`src/rtl/accum_pkg.sv`:
```
// accum_pkg: shared FSM state type and seven-segment encodings for accumulator_n
package accum_pkg;
    typedef enum logic [1:0] {IDLE, ACCUM, HOLD} accum_state_t;
    localparam logic [6:0] SEG_BLANK = 7'h7F;
    // Active-low gfedcba patterns, indexed by nibble value (entry 0 is the rightmost element).
    localparam logic [15:0][6:0] HEX_SEG = {
        7'h0E, 7'h06, 7'h21, 7'h46, 7'h03, 7'h08, 7'h10, 7'h00,
        7'h78, 7'h02, 7'h12, 7'h19, 7'h30, 7'h24, 7'h79, 7'h40
    };
endpackage

```
`src/rtl/accumulator_n_hex_driver.sv`:
```
// hex_driver: one active-low seven-segment digit from a nibble, or blank
//   nibble : 4-bit value to display
//   blank  : 1 forces all segments off
//   seg    : active-low segments {g,f,e,d,c,b,a}
module hex_driver
    import accum_pkg::*;
(
    input  logic [3:0] nibble,
    input  logic       blank,
    output logic [6:0] seg
);
    always_comb seg = blank ? SEG_BLANK : HEX_SEG[nibble];
endmodule

```
`src/rtl/accumulator_n.sv`:
```
// accumulator_n: pushbutton-driven add/subtract accumulator with LED and hex display
//   Clk, Reset_Clear (sync, active-high), Run_Accumulate (async button), Mode (0 add, 1 sub)
//   SW operand in; LED = acc[DATA_W-1:0]; Ovf sticky overflow; HEX0..HEX5 active-low digits
//   Define ACCUMULATOR_SATURATE_EN to clamp on overflow/underflow instead of wrapping.
module accumulator_n
    import accum_pkg::*;
#(
    parameter int DATA_W = 10,
    parameter int ACC_W  = 16
) (
    input  logic              Clk,
    input  logic              Reset_Clear,
    input  logic              Run_Accumulate,
    input  logic              Mode,
    input  logic [DATA_W-1:0] SW,
    output logic [DATA_W-1:0] LED,
    output logic              Ovf,
    output logic [6:0]        HEX0,
    output logic [6:0]        HEX1,
    output logic [6:0]        HEX2,
    output logic [6:0]        HEX3,
    output logic [6:0]        HEX4,
    output logic [6:0]        HEX5
);
    logic [1:0]       sync_q;
    logic             run_s;
    accum_state_t     state_q, state_d;
    logic [ACC_W-1:0] acc_q, acc_d, sw_x, res;
    logic             ovf_q, ovf_d, carry;
    logic [ACC_W:0]   sum, diff;
    logic [23:0]      acc24;
    logic [6:0]       hex_w [6];

    assign run_s = sync_q[1];
    assign sw_x  = ACC_W'(SW);
    assign sum   = {1'b0, acc_q} + {1'b0, sw_x};
    assign diff  = {1'b0, acc_q} - {1'b0, sw_x};

    always_comb begin
        state_d = (state_q == IDLE && run_s)  ? ACCUM :
                  (state_q == ACCUM)          ? HOLD  :
                  (state_q == HOLD && !run_s) ? IDLE  : state_q;
        carry = Mode ? diff[ACC_W] : sum[ACC_W];
`ifdef ACCUMULATOR_SATURATE_EN
        res = carry ? (Mode ? '0 : '1) : (Mode ? diff[ACC_W-1:0] : sum[ACC_W-1:0]);
`else
        res = Mode ? diff[ACC_W-1:0] : sum[ACC_W-1:0];
`endif
        acc_d = (state_q == ACCUM) ? res : acc_q;
        ovf_d = ovf_q | (state_q == ACCUM && carry);
    end

    always_ff @(posedge Clk) sync_q <= {sync_q[0], Run_Accumulate};

    // Reset lands in HOLD so a button held through reset must be released first.
    always_ff @(posedge Clk) begin
        if (Reset_Clear) begin
            state_q <= HOLD;
            acc_q   <= '0;
            ovf_q   <= 1'b0;
        end else begin
            state_q <= state_d;
            acc_q   <= acc_d;
            ovf_q   <= ovf_d;
        end
    end

    assign LED   = acc_q[DATA_W-1:0];
    assign Ovf   = ovf_q;
    assign acc24 = 24'(acc_q);

    for (genvar i = 0; i < 6; i++) begin : g_hex
        hex_driver u_hex (
            .nibble(acc24[4*i +: 4]),
            .blank (i >= (ACC_W + 3) / 4),
            .seg   (hex_w[i])
        );
    end

    assign HEX0 = hex_w[0];
    assign HEX1 = hex_w[1];
    assign HEX2 = hex_w[2];
    assign HEX3 = hex_w[3];
    assign HEX4 = hex_w[4];
    assign HEX5 = hex_w[5];
endmodule

```
`config.mk`:
```
export PLATFORM = sky130hd
export DESIGN_NAME = accumulator_n
export DESIGN_NICKNAME = d
export VERILOG_FILES = /design/src/rtl/accum_pkg.sv /design/src/rtl/accumulator_n_hex_driver.sv /design/src/rtl/accumulator_n.sv
export SDC_FILE = /design/constraint.sdc
export NUM_CORES = 1
export LEC_CHECK = 0
export CAP_MARGIN = 20
export CORE_ASPECT_RATIO = 0.8
export CORE_MARGIN = 2
export CORE_UTILIZATION = 45
export DETAILED_ROUTE_END_ITERATION = 16
export PLACE_DENSITY = 0.67
export SETUP_SLACK_MARGIN = 0.1
export SLEW_MARGIN = 30
export SYNTH_ARGS = -nofsm -noshare
export SYNTH_HDL_FRONTEND = slang
export SYNTH_SLANG_ARGS = --single-unit
```
`constraint.sdc`:
```
create_clock -name Clk -period 4.78 [get_ports Clk]
set_input_delay 0.717 -clock Clk [delete_from_list [all_inputs] [get_ports Clk]]
set_output_delay 0.717 -clock Clk [all_outputs]
set_load 0.1 [all_outputs]
```
# Word level (Yosys, flattened, before mapping)
# Memory sizes are Yosys's and may differ from the RTL's. A register that Yosys moved wholly into a read port is not among the register bits.
# Index checks and enable logic that the tools add are counted.
[word_totals]
input_bits = 14
mem_count = 4
latch_bits = 0
regBits = 21
rom_bits = 448
mem_bits_rw = 0
output_inout_bits = 53
[mem_list]
columns = ["memory", "depth", "word_bits", "read_ports", "rd_clocked_by_memory_dff", "wr", "line_no", "rtl"]
rows = [
  ["(name not given)", 16, 7, 1, 1, 0, "accumulator_n_hex_driver.sv:12", "always_comb seg = blank ? SEG_BLANK : HEX_SEG[nibble];"],
  ["(name not given)", 16, 7, 1, 1, 0, "accumulator_n_hex_driver.sv:12", ""],
  ["(name not given)", 16, 7, 1, 1, 0, "accumulator_n_hex_driver.sv:12", ""],
  ["(name not given)", 16, 7, 1, 1, 0, "accumulator_n_hex_driver.sv:12", ""],
]
[classes]
shifts = 0
div = 0
muxes = 17
eq_ne = 2
n_addsub = 2
bitwise_logic = 1
n_reduce_logical = 6
magnitude_cmp = 4
n_mul = 0
[ops]
columns = ["op", "n"]
rows = [
  ["$mux 4", 8],
  ["$mux 7", 4],
  ["$lt 4x5->1 const B", 4],
  ["$add 16x10->17", 1],
  ["$sub 16x10->17", 1],
  ["$mux 16", 1],
  ["$mux 2", 3],
  ["$logic_and 1x1->1", 3],
  ["$reduce_bool 3->1", 1],
  ["$eq 2x1->1 const B", 1],
  ["$eq 2x2->1 const B", 1],
  ["$logic_not 2->1", 1],
  ["$logic_not 1->1", 1],
  ["$mux 1", 1],
  ["$or 1x1->1", 1],
]

# Logic depth before layout (Yosys ltp)
[logic_depth]
ltp_word = 5
depth_mapped = 16
mapped_depth_nobuf = 16

# By module
# Synthesis repeated with hierarchy kept, for this count alone.
[unflattened]
cells_unflattened = 454
hier_area_um2 = 3717.3
[by_module_without_submodules]
columns = ["module", "cells_per_inst", "seq_area_each_um2", "area_per_inst_um2", "n_inst"]
rows = [
  ["accumulator_n", 244, 420.4, 1923.1, 1],
  ["hex_driver", 35, 0.0, 299.0, 6],
]

# Worst setup path after synthesis
# No wires, ideal clock.
[synth_path]
path_kind = "in2reg"
startpoint = "input SW[0]"
endpoint = "register, netlist name HEX3[3]"
n_path_buf = 0
setup_ps = 141
arrival_ps = 3249
path_slack_ps = 1390
cell_stages = 13
cell_sequence = "ha_1 -> inv_1 -> fa_1 -> a211oi_1 -> o211ai_1 -> nand4_1 -> a32oi_1 -> xnor2_1 -> and2_1 -> inv_1 -> ha_1 -> nor4_1 -> a221oi_2"
[synth_lines]
columns = ["element", "line_no", "rtl"]
rows = [
  ["start, declared", "accumulator_n.sv:15", "input logic [DATA_W-1:0] SW,"],
]

==> metrics.md <==
| Metric | Value |
|---|---|
| Worst r2r src | `acc_q[0]$_SDFFE_PP0P_` |
| Net switching power | `between 300 and 400 uW` |
| Cts bufs inserted | `5` |
| Final Cycle Share | `between 80% and 90%` |
| Async SR Flop Fraction | `0%` |
| Fin cells | `~600` |
| Fin crit period | `between 3 and 4 ns` |
| Startpoint Class | `input port` |
| Core area | `about 0.0084 sq mm` |
| Leak Pwr | `0.00186 uW` |
| Sink Count | `between 40 and 50` |
| Area growth, synth to finish | `15.0%` |
| Worst-path cell with the longest stage delay | `clkdlybuf4s50_1` |
| Tot GR Track Use | `20.0%` |
| # DRC | `0` |
| Power Internal | `615 uW` |
| Dpl hpwl | `roughly 6600 um` |
| Fillers | `784` |
| Yosys top cell by area | `dfxtp_1` |
| Endpoints failing hold | `0` |
| Flop2flop setup slack | `1.32 ns` |
| Post-synth cell types | `73` |
| DR vias | `roughly 3,300` |
| Worst Setup Path Type | `in -> reg` |
| Cts-stage hold buffer count | `0` |
| Slew @ Worst Pin | `between 1 and 1.5 ns` |
| Sequential area share after synthesis | `25.5%` |
| Max VDD drop | `0.142 mV` |
| Final setup fails | `0` |
| Die H | `86.7 um` |
| I/O pin cnt | `67` |
| DR pass1 iterations | `4` |
| Synth top area share | `between 20% and 30%` |
| H-tree Lvls | `2` |
| Clock Power Share | `between 20% and 30%` |
| Reg clk slew, reported paths | `around 0.10 ns` |
| Number of port buffers | `52` |
| Total power | `983 uW` |
| Post-CTS Setup Inserts | `0` |
| ANT cells | `0` |
| Worst Hold Class | `reg -> reg` |
| Worst r2r dst | `HEX2[3]$_DFF_P_` |
| Initial antenna violation count | `0` |
| Root Driver | `clkbuf_8` |
| Comb power frac | `28.8%` |
| Largest net degree at the start of global routing | `28` |
| Place WS | `just over 0.5 ns` |
| Sum Neg Setup Slack | `0 ns` |
| Skew-Pair Late Insertion Delay | `~0.31 ns` |
| Cell Rows | `30` |
| Placed inst area | `0.00433 sq mm` |
| WL final | `8880 um` |
| F_max | `between 200 and 300 MHz` |
| Detailed Route Iter0 Violations | `178` |
| Hold Path Cell Cnt | `0` |
| Dominant cells by area after synthesis | `dfxtp_1 25%, ha_1 14%, buf_4 5.1%, nor2_1 3.7%, inv_1 3.4%` |
| CTS tree | `done` |
| Worst-path maximum fanout | `4` |
| Worst path max stage delay | `roughly 0.5 ns` |
| First-pass GRT wire length | `between 15,000 and 20,000 um` |
| Hold EP | `sync_q[1]$_DFF_P_` |
| CP bufs+invs | `3` |
| Vias in the first global route | `3,147` |
| Placer Congestion | `between 0.9 and 1` |
| Most frequent cells in the layout | `52 x clkdlybuf4s50_1, 49 x dfxtp_1, 42 x ha_1` |
| CTS Buffer Depth | `2` |
| GR Overflow Total | `0` |
| Worst path top cell family by delay | `compound AO/OA/AOI/OAI gates` |
| Seq cells post-synth | `49` |
| Dpl cells | `between 500 and 600` |
| Status | `finished clean` |
| Slew headroom | `approximately 33%` |
| Leading cell type in the layout, fill and taps excluded | `clkdlybuf4s50_1` |
| Ratio of cells with drive above 1 in the final layout | `under 10%` |
| Final clock skew | `between 0.01 and 0.015 ns` |
| Final #Nets | `546` |
| Worst EP arrival | `between 4 and 5 ns` |
| Synth Flop Type | `dfxtp_1` |
| Crit. End Element | `flop` |
| Max-slew violations | `0` |
| Register-to-Register Path Depth | `16` |
| Critical Path, Cell by Cell | `clkdlybuf4s50_1 > ha_1 > inv_1 > fa_1 > a211oi_1 > o211ai_1 > nand3_1 > nand3_1 > xnor2_1 > o21ai_0 > and2_1 > inv_1 > ha_1 > nand2_1 > and3_1 > a31oi_1` |
| Final non-filler cell area | `around 0.0044 sq mm` |
| Routed len/inst | `roughly 15 um` |
| Die Wd | `about 110 um` |
| Min-delay src | `sync_q[0]$_DFF_P_` |
| RSZ-0062 raised after global routing | `false` |
| Sw Share | `between 30% and 40%` |
| Initial core utilization | `between 40% and 50%` |
| Post-detailed-route count of antenna-violating nets | `0` |
| CP Data Required Time | `between 5 and 6 ns` |
| Yosys warning count | `0` |
| Avg Inst Size Synth | `8.51 sq um` |
| DIE AREA | `about 0.0093 sq mm` |
| Post-Syn Area | `approximately 0.0038 sq mm` |
| Final setup margin | `0.807 ns` |
| Vias per cell | `roughly 5.4` |
| # Max-Cap Violations | `0` |
| Syn Inst Count | `452` |
| Pwr/cell area | `between 200 and 250 mW/mm^2` |
| PostCTS Resize Cnt | `0` |
| Number of synthesized flops with an enable pin | `0` |
| Seq pwr share | `a little over two fifths` |
metrics by stage:
stage                     hold slack, ns  utilization [%]
after floorplan                    0.310                -
after global placement             0.310             51.5
after detailed placement           0.315             51.5
after CTS                          0.338             52.6
after global routing               0.348             52.6
final                              0.335             52.6
cell type report:
class | instances | area, sq um | share of cell area [%]
sequential | 49 | 981 | 22.2
inverter | 39 | 148 | 3.34
timing repair buffer | 58 | 566 | 12.8
clock buffer | 6 | 82.6 | 1.87
clock inverter | 2 | 16.3 | 0.368
tap | 112 | 140 | 3.17
multi-input combinational | 335 | 2490 | 56.3
worst max path at each step:
| stage | from | endpoint | slack, ns | depth (start not counted) |
|---|---|---|---|---|
| 6_report | SW[0] | HEX2[3]$_DFF_P_ | 0.81 | 16 |
| 2_1_floorplan | SW[0] | HEX3[3]$_DFF_P_ | 1.39 | 13 |
| 5_1_grt | SW[0] | HEX2[3]$_DFF_P_ | 0.48 | 16 |
| 3_5_place_dp | SW[0] | HEX2[3]$_DFF_P_ | 0.51 | 16 |
| 3_3_place_gp | SW[0] | HEX2[3]$_DFF_P_ | 0.53 | 16 |
| 4_1_cts | SW[0] | HEX2[3]$_DFF_P_ | 0.83 | 16 |
per-layer routing:
metal	share of wire (%)	track usage (%)	routed length, um
met2	43	29.3	3780
met4	0.99	5.71	88
met1	48	28.7	4280
met3	8.2	5.64	727
met5	0	0	0
worst register-to-register path: cells and delay by family, from the launching register on:
family                     cells  cell delay [ns]
and+or+nand+nor                5             0.73
AOI/OAI and AO/OA              4             1.10
xor gates and xnor gates       1             0.15
DFF                            1             0.35
buffers and inverters          3             0.23
adders and majority gates      3             0.83
flip-flops by register name, summed over array words and instances, names as in the netlist:
| signal | flops |
|---|---|
| acc_q | 16 |
| HEX0 | 7 |
| HEX1 | 7 |
| HEX2 | 7 |
| HEX3 | 7 |
| state_q | 2 |
| sync_q | 2 |
| Ovf | 1 |
synth_stat cells (all sizes together), types with 4 or more instances:
library cell / n
nor3: 11
ha: 42
and2: 6
or2: 4
buf: 33
and3: 8
mux2i: 12
a21o: 5
inv: 38
nand3: 10
nand2b: 6
nor2b: 10
a211oi: 8
clkbuf: 9
o22ai: 11
o21bai: 4
nand2: 28
o21ai: 21
o2bb2ai: 4
o211ai: 6
nor4: 5
xnor2: 8
nand4: 5
a311o: 4
nor2: 38
dfxtp: 49
a21oi: 20
a31oi: 6
cell families (layout without fill, tap and decap cells):
logic type,after synthesis,after routing,share of synthesized area (%)
buffers and inverters,81,105,11.0
AO/OA/AOI/OAI,114,114,22.6
multiplexers,14,14,4.42
adder cells (fa/ha/maj),44,44,14.7
XOR/XNOR,12,12,3.58
other,1,14,0.0975
flip-flops,49,49,25.5
AND/OR/NAND/NOR,137,137,18.1
power groups by stage:
stage | sequential (uW) | clock, uW | combinational (uW)
after floorplan | 498 | 0 | 176
after global placement | 438 | 0 | 279
after detailed placement | 438 | 0 | 281
after CTS | 429 | 278 | 282
after global routing | 431 | 296 | 301
final | 429 | 270 | 283
Note: power is estimated with default switching activity, not from simulation.
